===== src/rtl/disparity_pkg.sv =====
// Shared types and constants for the disparity pacer.
//   state_t       : pacer FSM states
//   DEF_*         : default configuration constants
//   addr_width    : result BRAM address width for a given depth
//   count_width   : width able to hold 0..depth
//   sum_width     : accumulator width that cannot overflow for depth words
package disparity_pkg;

  localparam int unsigned DEF_RESULT_DEPTH   = 1280;
  localparam int unsigned DEF_DISP_W         = 8;
  localparam int unsigned DEF_READ_LATENCY   = 2;
  localparam int unsigned DEF_MIN_VALID_DISP = 1;

  typedef enum logic [2:0] {
    IDLE,
    SCAN,
    DRAIN,
    DIVIDE,
    DONE
  } state_t;

  function automatic int unsigned addr_width(input int unsigned depth);
    return (depth > 1) ? $clog2(depth) : 1;
  endfunction

  function automatic int unsigned count_width(input int unsigned depth);
    return $clog2(depth + 1);
  endfunction

  function automatic int unsigned sum_width(input int unsigned depth, input int unsigned disp_w);
    return disp_w + $clog2(depth);
  endfunction

endpackage


===== src/rtl/disparity_pacer_seq_divider.sv =====
// Unsigned restoring divider, one quotient bit per clock.
// The start cycle already performs the first iteration, so the quotient is
// final WIDTH edges after start is sampled; done pulses in that same cycle.
// Ports:
//   clk, rst   : clock, asynchronous active-high reset
//   start      : one-cycle request; dividend/divisor sampled with it
//   dividend   : WIDTH-bit numerator
//   divisor    : WIDTH-bit denominator (zero gives an all-ones quotient)
//   busy       : iterations still pending
//   done       : one-cycle pulse, quotient is final
//   quotient   : WIDTH-bit result
module seq_divider #(
  parameter int unsigned WIDTH = 16
) (
  input  logic             clk,
  input  logic             rst,
  input  logic             start,
  input  logic [WIDTH-1:0] dividend,
  input  logic [WIDTH-1:0] divisor,
  output logic             busy,
  output logic             done,
  output logic [WIDTH-1:0] quotient
);

  localparam int unsigned CNT_W = (WIDTH > 1) ? $clog2(WIDTH) : 1;

  logic [WIDTH-1:0] rem_q, quo_q, dvs_q;
  logic [WIDTH-1:0] r_in, q_in, d_in;
  logic [WIDTH-1:0] rem_nxt, quo_nxt;
  logic [WIDTH:0]   trial;
  logic [CNT_W-1:0] cnt_q;

  // On start the step runs on freshly loaded operands instead of the registers.
  always_comb begin
    r_in  = start ? '0 : rem_q;
    q_in  = start ? dividend : quo_q;
    d_in  = start ? divisor : dvs_q;
    trial = {r_in, q_in[WIDTH-1]};
    if (trial >= {1'b0, d_in}) begin
      rem_nxt = trial[WIDTH-1:0] - d_in;
      quo_nxt = {q_in[WIDTH-2:0], 1'b1};
    end else begin
      rem_nxt = trial[WIDTH-1:0];
      quo_nxt = {q_in[WIDTH-2:0], 1'b0};
    end
  end

  always_ff @(posedge clk or posedge rst) begin
    if (rst) begin
      rem_q <= '0;
      quo_q <= '0;
      dvs_q <= '0;
      cnt_q <= '0;
      busy  <= 1'b0;
      done  <= 1'b0;
    end else if (start) begin
      rem_q <= rem_nxt;
      quo_q <= quo_nxt;
      dvs_q <= divisor;
      cnt_q <= CNT_W'(WIDTH - 1);
      busy  <= 1'b1;
      done  <= 1'b0;
    end else if (busy) begin
      rem_q <= rem_nxt;
      quo_q <= quo_nxt;
      cnt_q <= cnt_q - CNT_W'(1);
      if (cnt_q == CNT_W'(1)) begin
        busy <= 1'b0;
        done <= 1'b1;
      end
    end else begin
      done <= 1'b0;
    end
  end

  assign quotient = quo_q;

endmodule


===== src/rtl/disparity_pacer.sv =====
// Sweeps the stereo matcher's SSD result BRAM after each frame, accumulates
// max / sum / count of valid disparities, divides for the mean and maps the
// mean's top nibble to the LED pace speed.
// Optional macro DISPARITY_PACER_SMOOTH_EN: exponentially smoothed speed_out.
// Ports:
//   clk_in, rst_in     : clock, asynchronous active-high reset
//   frame_done_in      : matcher results ready (one-cycle pulse)
//   ssd_addr_out       : result BRAM read address
//   ssd_rd_en_out      : result BRAM read enable
//   ssd_din            : result BRAM read data
//   busy_out           : frame being processed
//   result_valid_out   : one-cycle pulse, result outputs updated
//   max_disp_out       : largest valid disparity
//   mean_disp_out      : floor(sum / count), 0 when no valid entries
//   valid_count_out    : number of valid entries
//   speed_out          : pace speed for led_top, held between frames
//   overrun_out        : sticky, frame_done_in seen while busy
module disparity_pacer
  import disparity_pkg::*;
#(
  parameter int unsigned RESULT_DEPTH   = DEF_RESULT_DEPTH,
  parameter int unsigned DISP_W         = DEF_DISP_W,
  parameter int unsigned READ_LATENCY   = DEF_READ_LATENCY,
  parameter int unsigned MIN_VALID_DISP = DEF_MIN_VALID_DISP
) (
  input  logic                                 clk_in,
  input  logic                                 rst_in,
  input  logic                                 frame_done_in,
  output logic [addr_width(RESULT_DEPTH)-1:0]  ssd_addr_out,
  output logic                                 ssd_rd_en_out,
  input  logic [DISP_W-1:0]                    ssd_din,
  output logic                                 busy_out,
  output logic                                 result_valid_out,
  output logic [DISP_W-1:0]                    max_disp_out,
  output logic [DISP_W-1:0]                    mean_disp_out,
  output logic [count_width(RESULT_DEPTH)-1:0] valid_count_out,
  output logic [3:0]                           speed_out,
  output logic                                 overrun_out
);

  localparam int unsigned AW    = addr_width(RESULT_DEPTH);
  localparam int unsigned CW    = count_width(RESULT_DEPTH);
  localparam int unsigned SUM_W = sum_width(RESULT_DEPTH, DISP_W);
  localparam int unsigned DCW   = $clog2(READ_LATENCY + 1);

  state_t                  state;
  logic [READ_LATENCY-1:0] vld, vld_nxt;
  logic [SUM_W-1:0]        sum_q, sum_nxt;
  logic [CW-1:0]           cnt_q, cnt_nxt;
  logic [DISP_W-1:0]       max_q, max_nxt;
  logic [DISP_W-1:0]       mean_q;
  logic [DCW-1:0]          drain_cnt;
  logic                    hit, drain_last;
  logic                    div_start, div_busy, div_done;
  logic [SUM_W-1:0]        div_quo;
  logic [DISP_W-1:0]       quo_sat;
  logic [3:0]              raw_speed;

  // The last in-flight word lands on the edge that leaves DRAIN, so the
  // zero-count decision and the divider operands use the post-update values.
  always_comb begin
    vld_nxt    = vld << 1;
    vld_nxt[0] = ssd_rd_en_out;
    hit        = vld[READ_LATENCY-1] && (ssd_din >= DISP_W'(MIN_VALID_DISP));
    sum_nxt    = sum_q;
    cnt_nxt    = cnt_q;
    max_nxt    = max_q;
    if (hit) begin
      sum_nxt = sum_q + SUM_W'(ssd_din);
      cnt_nxt = cnt_q + CW'(1);
      if (ssd_din > max_q) max_nxt = ssd_din;
    end
    drain_last = (state == DRAIN) && (drain_cnt == DCW'(READ_LATENCY - 1));
    div_start  = drain_last && (cnt_nxt != '0);
    quo_sat    = (|div_quo[SUM_W-1:DISP_W]) ? '1 : div_quo[DISP_W-1:0];
    raw_speed  = mean_q[DISP_W-1 -: 4];
  end

  seq_divider #(
    .WIDTH(SUM_W)
  ) u_div (
    .clk      (clk_in),
    .rst      (rst_in),
    .start    (div_start),
    .dividend (sum_nxt),
    .divisor  (SUM_W'(cnt_nxt)),
    .busy     (div_busy),
    .done     (div_done),
    .quotient (div_quo)
  );

  always_ff @(posedge clk_in or posedge rst_in) begin
    if (rst_in) begin
      state            <= IDLE;
      vld              <= '0;
      sum_q            <= '0;
      cnt_q            <= '0;
      max_q            <= '0;
      mean_q           <= '0;
      drain_cnt        <= '0;
      ssd_addr_out     <= '0;
      ssd_rd_en_out    <= 1'b0;
      busy_out         <= 1'b0;
      result_valid_out <= 1'b0;
      max_disp_out     <= '0;
      mean_disp_out    <= '0;
      valid_count_out  <= '0;
      overrun_out      <= 1'b0;
    end else begin
      result_valid_out <= 1'b0;
      vld              <= vld_nxt;
      if (frame_done_in && busy_out) overrun_out <= 1'b1;
      case (state)
        IDLE: begin
          if (frame_done_in) begin
            sum_q         <= '0;
            cnt_q         <= '0;
            max_q         <= '0;
            mean_q        <= '0;
            ssd_addr_out  <= '0;
            ssd_rd_en_out <= 1'b1;
            busy_out      <= 1'b1;
            state         <= SCAN;
          end
        end
        SCAN: begin
          sum_q <= sum_nxt;
          cnt_q <= cnt_nxt;
          max_q <= max_nxt;
          if (ssd_addr_out == AW'(RESULT_DEPTH - 1)) begin
            ssd_rd_en_out <= 1'b0;
            drain_cnt     <= '0;
            state         <= DRAIN;
          end else begin
            ssd_addr_out <= ssd_addr_out + AW'(1);
          end
        end
        DRAIN: begin
          sum_q <= sum_nxt;
          cnt_q <= cnt_nxt;
          max_q <= max_nxt;
          if (drain_last) begin
            state <= (cnt_nxt == '0) ? DONE : DIVIDE;
          end else begin
            drain_cnt <= drain_cnt + DCW'(1);
          end
        end
        DIVIDE: begin
          if (div_done && !div_busy) begin
            mean_q <= quo_sat;
            state  <= DONE;
          end
        end
        DONE: begin
          max_disp_out     <= max_q;
          mean_disp_out    <= mean_q;
          valid_count_out  <= cnt_q;
          result_valid_out <= 1'b1;
          busy_out         <= 1'b0;
          state            <= IDLE;
        end
        default: state <= IDLE;
      endcase
    end
  end

`ifdef DISPARITY_PACER_SMOOTH_EN
  // 4.2 fixed-point low-pass: s' = s - s/4 + raw, speed = integer part of s/4.
  logic [5:0] smooth_q, smooth_nxt;
  logic       smooth_loaded;

  always_comb begin
    smooth_nxt = smooth_q - (smooth_q >> 2) + {2'b00, raw_speed};
  end

  always_ff @(posedge clk_in or posedge rst_in) begin
    if (rst_in) begin
      smooth_q      <= '0;
      smooth_loaded <= 1'b0;
      speed_out     <= '0;
    end else if (state == DONE) begin
      if (!smooth_loaded) begin
        smooth_q      <= {raw_speed, 2'b00};
        smooth_loaded <= 1'b1;
        speed_out     <= raw_speed;
      end else begin
        smooth_q  <= smooth_nxt;
        speed_out <= smooth_nxt[5:2];
      end
    end
  end
`else
  always_ff @(posedge clk_in or posedge rst_in) begin
    if (rst_in) begin
      speed_out <= '0;
    end else if (state == DONE) begin
      speed_out <= raw_speed;
    end
  end
`endif

endmodule

===== config.mk =====
export PLATFORM = sky130hd
export DESIGN_NAME = disparity_pacer
export DESIGN_NICKNAME = d
export VERILOG_FILES = /design/src/rtl/disparity_pkg.sv /design/src/rtl/disparity_pacer_seq_divider.sv /design/src/rtl/disparity_pacer.sv
export SDC_FILE = /design/constraint.sdc
export NUM_CORES = 1
export LEC_CHECK = 0
export BUFFER_PORTS_ARGS = -buffer_cell sky130_fd_sc_hd__buf_2
export CELL_PAD_IN_SITES_DETAIL_PLACEMENT = 0
export CELL_PAD_IN_SITES_GLOBAL_PLACEMENT = 1
export CORE_ASPECT_RATIO = 1.75
export CORE_MARGIN = 2
export CORE_UTILIZATION = 52
export CTS_CLUSTER_DIAMETER = 40
export DETAILED_ROUTE_END_ITERATION = 6
export PLACE_DENSITY_LB_ADDON = 0.1
export SLEW_MARGIN = 40
export SYNTH_ARGS = -nofsm -noshare
export SYNTH_HDL_FRONTEND = slang
export SYNTH_SLANG_ARGS = --single-unit
export TNS_END_PERCENT = 50

===== constraint.sdc =====
create_clock -name clk_in -period 16.75 [get_ports clk_in]
set_clock_uncertainty 0.2 [all_clocks]
set_input_delay 5.025 -clock clk_in [delete_from_list [all_inputs] [get_ports clk_in]]
set_output_delay 5.025 -clock clk_in [all_outputs]
set_load 0.02 [all_outputs]

==> results of run 1 <==
state kept, by name (all words and copies together) (netlist names):
register          flops
cnt_q                11
ssd_addr_out         11
u_div.busy            1
busy_out              1
u_div.cnt_q           5
u_div.done            1
max_disp_out          8
u_div.dvs_q          19
drain_cnt             2
u_div.rem_q          19
mean_disp_out         8
result_valid_out      1
sum_q                19
ssd_rd_en_out         1
mean_q                8
max_q                 8
vld                   2
state                 3
valid_count_out      11
u_div.quotient       19
overrun_out           1
worst paths after layout:
check / start / end / slack, ns / cells past startpoint
worst min-delay path: vld[0] / vld[1] / 0.15 / 0
worst max-delay path: ssd_din[5] / u_div.rem_q[0] / 6.03 / 22
worst max register to register: cnt_q[0] / u_div.rem_q[0] / 10.46 / 22
min in group asynchronous: rst_in / max_disp_out[1] / 4.49 / 2
worst min register to register: vld[0] / vld[1] / 0.15 / 0
max in group asynchronous: rst_in / max_q[3] / 10.74 / 3
kinds of logic after synthesis:
logic type	count (synthesis)	synth area share
buf+inv	101	0.04480
mux	54	0.06269
fa+ha+maj	41	0.05651
flops	159	0.4278
compound gates	254	0.1758
simple gates	336	0.1807
xor+xnor	54	0.05166
placed cells by master, fill, tap and decap left out, types with 4 or more instances in the layout:
cell       netlist  final
mux2_2          30     30
a31oi_1          8      8
clkbuf_16        0     17
nor3_1          19     19
dfrtp_1        159    159
xnor2_1         27     27
a22o_1           4      4
o21ai_0         71     71
xor2_1          26     26
a211oi_1        17     17
a21oi_1         75     75
buf_2            6     56
buf_4            6      8
bufinv_16        0      4
a21o_1          20     20
ha_1            38     38
o31ai_1          9      9
nor2_1          95     94
inv_6            0      4
nand2b_1         7      6
nand3_1         27     27
mux2i_1         22     22
nor2b_1         25     25
and2_1          20     20
o21a_1           7      7
inv_1           46     45
nand2_1         83     82
nand4_1         15     15
or3_1            4      4
nor4_1           5      5
and3_1          11     11
cell type report:
type | count | area (sq um) | share of cell area
Clock buffer | 17 | 425.4 | 0.04110
Multi-Input combinational cell | 739 | 4921 | 0.4755
Sequential cell | 159 | 3979 | 0.3844
Clock inverter | 14 | 203.9 | 0.01971
Tap cell | 231 | 289.0 | 0.02793
Inverter | 46 | 180.2 | 0.01741
Timing Repair Buffer | 65 | 351.6 | 0.03397
power by group:
group          switching, mW  leakage (nW)  internal [mW]
combinational          0.437          2.52          0.294
clock                  0.171         0.303          0.252
sequential            0.0912          2.04          0.474
critical path: cells and delay by family:
kind / cells / cell delay, ns
compound gates: 11 / 2.94
fa+ha+maj: 1 / 0.37
buf+inv: 3 / 1.06
mux: 1 / 0.36
simple gates: 6 / 1.11
metrics by stage:
step	instance area (sq um)	utilization	worst slack (ns)	std cells	total power, mW
6_report	10350	0.5902	6.027	1271	1.718
3_3_place_gp	9708	0.5536	5.728	1240	1.295
5_1_grt	10350	0.5902	5.698	1271	1.833
2_1_floorplan	9300	-	6.767	999	1.101
3_5_place_dp	9718	0.5542	5.563	1240	1.299
4_1_cts	10350	0.5900	6.014	1271	1.730
layer usage:
metal,GRT usage,wire length (microns)
met1,0.2875,9259
met2,0.4870,13050
met3,0.03680,589
met4,0.1200,940
met5,0,0
==> reports/summary.txt, run 1 <==
Mapped Area - 9300 sq um
Filler Cell Count - 1643
CP required - 16.91 ns
Die area - 19010 sq um
Register area share after synthesis - 0.4278
Global-route wire length before repair - 38800 microns
Initial Util - 0.5303
Synth Instances - 999
Setup_tns - 0 ns
Post-CTS Hold Fix Bufs - 0
Top-area cell type share of the netlist area - 0.4278
Netlist cell types - 82
Synth cell count leaders - dfrtp_1, nor2_1, nand2_1
Total track usage - 0.2609
Main synth FF type - dfrtp_1
Synth top area cells - dfrtp_1, ha_1, a21oi_1
Row cnt - 64
TritonCTS Buffers - 17
Area Growth Syn to Fin - 11.29%
Antenna cells - 0
Die Height - 180.9 microns
Yosys top cell by area - dfrtp_1
Largest net degree at the start of global routing - 94
GPL Wtd Cong - 0.9019
Syn nets - 1050
Synth warn - 0
P_leak - 4.862 nW
Vias - 7451
Critical Path Slowest Stage Cell - or4_4
Clk buf depth - 2
Remaining global-route overflow - 0
Max Freq - 93.25 MHz
Reg clk slew, reported paths - 0.06 ns
Worst Path Max Fanout - 64
Die W - 105.1 microns
Max incr delay on CP - 0.59 ns
Yosys reg bits - 159
Router iterations before antenna repair - 4
Crit Path Category - in -> reg
Worst skew pair latency - 0.44 ns
Hold WS - 0.1535 ns
Max_cap viols - 0
Crit path DAT - 10.88 ns
RSZ-0062 raised after global routing - no
Fin. Hold Viols - 0
Asr flop ratio synth - 1.000
Peak supply drop - 88.90 uV
Tmin final - 10.72 ns
IO Port Bufs - 56
Final net count - 1079
Tcrit/Tclk final - 0.6402
Crit end category - flop
Post-synth EDFFs - 0
Hold Path Class - reg -> reg
DP Wirelength - 17220 microns
CP cell instances - buf_2, or4_4, o21ai_4, nor2_2, o211a_2, o211a_4, nor2_4, buf_4, nor2_1, a21o_1, ha_1, nand2_1, nand2b_1, a21o_1, a21oi_1, o21ai_0, a211o_1, a221o_1, a41oi_2, buf_4, mux2_2, a21oi_1
Post-route ant nets - 0
Status - finished clean
Root Buffer - clkbuf_16
Layout cell share with drive strength beyond 1 - 0.1510
Core area - 17540 sq um
# resized after CTS - 0
Power density cells - 166.0 nW/um^2
Antenna violations before repair - 0
Syn_area_per_cell - 9.309 sq um
TritonCTS clock tree - yes
Number of global-route vias before repair - 7461
Postcts setup bufs - 0
Vias per cell - 5.862
DR WL/cell - 18.75 microns
Detailed Route Iter0 Violations - 372
Clock sink count - 159
Final Setup Violations - 0
CTS H-tree depth - 4
DRT Wirelength - 23840 microns
CP Launch Type - input port
Top-count cell post-synth - dfrtp_1
Ports - 57
Slew @ Worst Pin - 0.7109 ns
Slew headroom - 0.5194
Fin. max-slew vios - 0
# DRC - 0
Power figures use the tool's default switching activity.
==> run 2: changes to the inputs <==
Settings changed: CORE_UTILIZATION 52 to 43.
Clock period 16.75 ns to 9.8 ns, I/O delays scaled along.
==> reports/summary.txt, run 2 (same netlist as run 1, synthesis figures left out) <==
Max_cap viols - 0
Hold Path Class - reg -> reg
Area Growth Syn to Fin - 12.19%
DP Wirelength - 17720 microns
Critical Path Slowest Stage Cell - or4_4
Post-CTS Hold Fix Bufs - 0
Final Setup Violations - 0
Flop pwr share - 0.334
Vias per cell - 5.463
Post-route ant nets - 0
CP cell instances - buf_2, or4_4, o21ai_4, nor2_2, o211a_2, o211a_4, nor2_4, buf_4, nor2_1, a21o_1, ha_1, nand2_1, nand2b_1, a21o_1, a21oi_1, o21ai_0, a211o_1, a221o_1, a41oi_2, buf_4, mux2_2, a21oi_1
Most frequent cells in the layout - dfrtp_1, nor2_1, nand2_1
Worst skew pair latency - 0.43 ns
Router iterations before antenna repair - 4
Clock sink count - 159
Crit Path Category - in -> reg
DRT Wirelength - 24150 microns
Reg clk slew, reported paths - 0.06 ns
Hold endpoint - vld[1]
Total track usage - 0.2239
Clock Power Share - 0.240
Register area - 3979 sq um
Filler Cell Count - 2091
Core area - 21410 sq um
Global-route wire length before repair - 39460 microns
Internal power - 1.742 mW
Die Height - 198.6 microns
RSZ-0062 raised after global routing - no
Psw - 1.153 mW
Postcts setup bufs - 0
CTS H-tree depth - 4
Buf/Inv on CP - 3
TritonCTS clock tree - yes
Hold Path Depth - 0
IO Port Bufs - 56
Setup_tns - 0 ns
Clk buf depth - 2
Largest net degree at the start of global routing - 99
CP Launch Type - input port
Worst Reg2Reg Path Length in Cells - 21
Fin. Hold Viols - 0
TritonCTS Buffers - 17
Tmin final - 8.241 ns
Vias - 7288
Hold WS - 0.1605 ns
Die W - 115.2 microns
Hold path start - vld[0]
Final net count - 1081
Remaining global-route overflow - 0
# DRC - 0
Layout cell share with drive strength beyond 1 - 0.1516
Tot Pwr - 2.896 mW
CP required - 9.94 ns
Root Buffer - clkbuf_16
P_leak - 4.865 nW
Antenna violations before repair - 0
Max incr delay on CP - 0.59 ns
Status - finished clean
GPL Wtd Cong - 0.8610
Slew headroom - 0.5371
Tcrit/Tclk final - 0.8409
Initial Util - 0.4344
Commonest non-fill, non-tap cell in the layout - dfrtp_1
Setup slack, reg-to-reg - 3.88 ns
Detailed Route Iter0 Violations - 483
Power density cells - 277.5 nW/um^2
Antenna cells - 0
Reg-to-Reg End - u_div.rem_q[0]
Area used by multi-input combinational logic - 4927 sq um
Ports - 57
Switching share of power - 0.3983
DR WL/cell - 18.10 microns
Number of global-route vias before repair - 7400
# resized after CTS - 0
Peak supply drop - 150.2 uV
Die area - 22870 sq um
Crit path DAT - 8.38 ns
FF-to-FF Start - cnt_q[2]
Top Family by Delay on Critical Path - compound AO/OA/AOI/OAI gates
Worst Path Max Fanout - 23
Max Freq - 121.4 MHz
Fin. max-slew vios - 0
Crit end category - flop
Power share of the combinational group - 0.426
Row cnt - 71
Slew @ Worst Pin - 0.6943 ns
==> run 2: cell count changes in the layout (fill, tap and decap cells not counted), sizes merged <==
cell | before | now
buf | 65 | 67
bufinv | 4 | 3
clkbuf | 17 | 23
clkinv | 3 | 2
inv | 51 | 47
==> run 2: layer usage <==
layer | vias to the layer above | part of all wire | GRT usage
met4 | 0 | 0.028 | 0.08791
met3 | 34 | 0.019 | 0.03352
met5 | - | 0 | 0
li1 | 3579 | - | -
met1 | 3578 | 0.40 | 0.2471
met2 | 97 | 0.55 | 0.4218
==> run 2: cell type report <==
type | instances | area share
repair buffers | 67 | 0.03514
inverters | 46 | 0.01727
flip-flops and latches | 159 | 0.3813
clock inverters | 8 | 0.01223
well taps | 292 | 0.03502
multi-input cells | 739 | 0.4722
clock buffers | 23 | 0.04677
==> run 2: how the worst max path moves through the flow <==
stage,start,to,slack (ns),cells past startpoint
floorplan,ssd_din[5],u_div.rem_q[17],1.90,21
global placement,ssd_din[5],u_div.rem_q[0],1.11,22
detailed placement,ssd_din[5],u_div.rem_q[0],1.09,22
CTS,ssd_din[5],u_div.rem_q[0],1.50,22
global route,ssd_din[5],u_div.rem_q[0],1.27,22
finish,ssd_din[5],u_div.rem_q[0],1.56,22
==> run 2: power groups by stage <==
stage	Sequential (mW)	Combinational [mW]	Clock, mW
3_3_place_gp	0.980	1.24	0
4_1_cts	0.969	1.25	0.714
3_5_place_dp	0.980	1.24	0
2_1_floorplan	0.926	0.957	0
6_report	0.969	1.23	0.695
5_1_grt	0.990	1.39	0.746
==> run 2: through the flow <==
| step | worst slack (ns) | instance area [sq um] | utilization | cells |
|---|---|---|---|---|
| after floorplan | 1.902 | 9300 | - | 999 |
| after global placement | 1.106 | 9799 | 0.4577 | 1303 |
| after detailed placement | 1.091 | 9808 | 0.4581 | 1303 |
| after CTS | 1.499 | 10420 | 0.4869 | 1334 |
| after global routing | 1.265 | 10430 | 0.4873 | 1334 |
| final | 1.559 | 10430 | 0.4873 | 1334 |
==> run 2: worst reg2reg max path: cells and delay by family (launching register included) <==
kind | cells | cell delay, ns
DFF | 1 | 0.54
and+or+nand+nor | 5 | 0.80
muxes | 1 | 0.36
AOI/OAI and AO/OA | 12 | 2.93
adders and majority gates | 1 | 0.38
buffers and inverters | 2 | 0.62
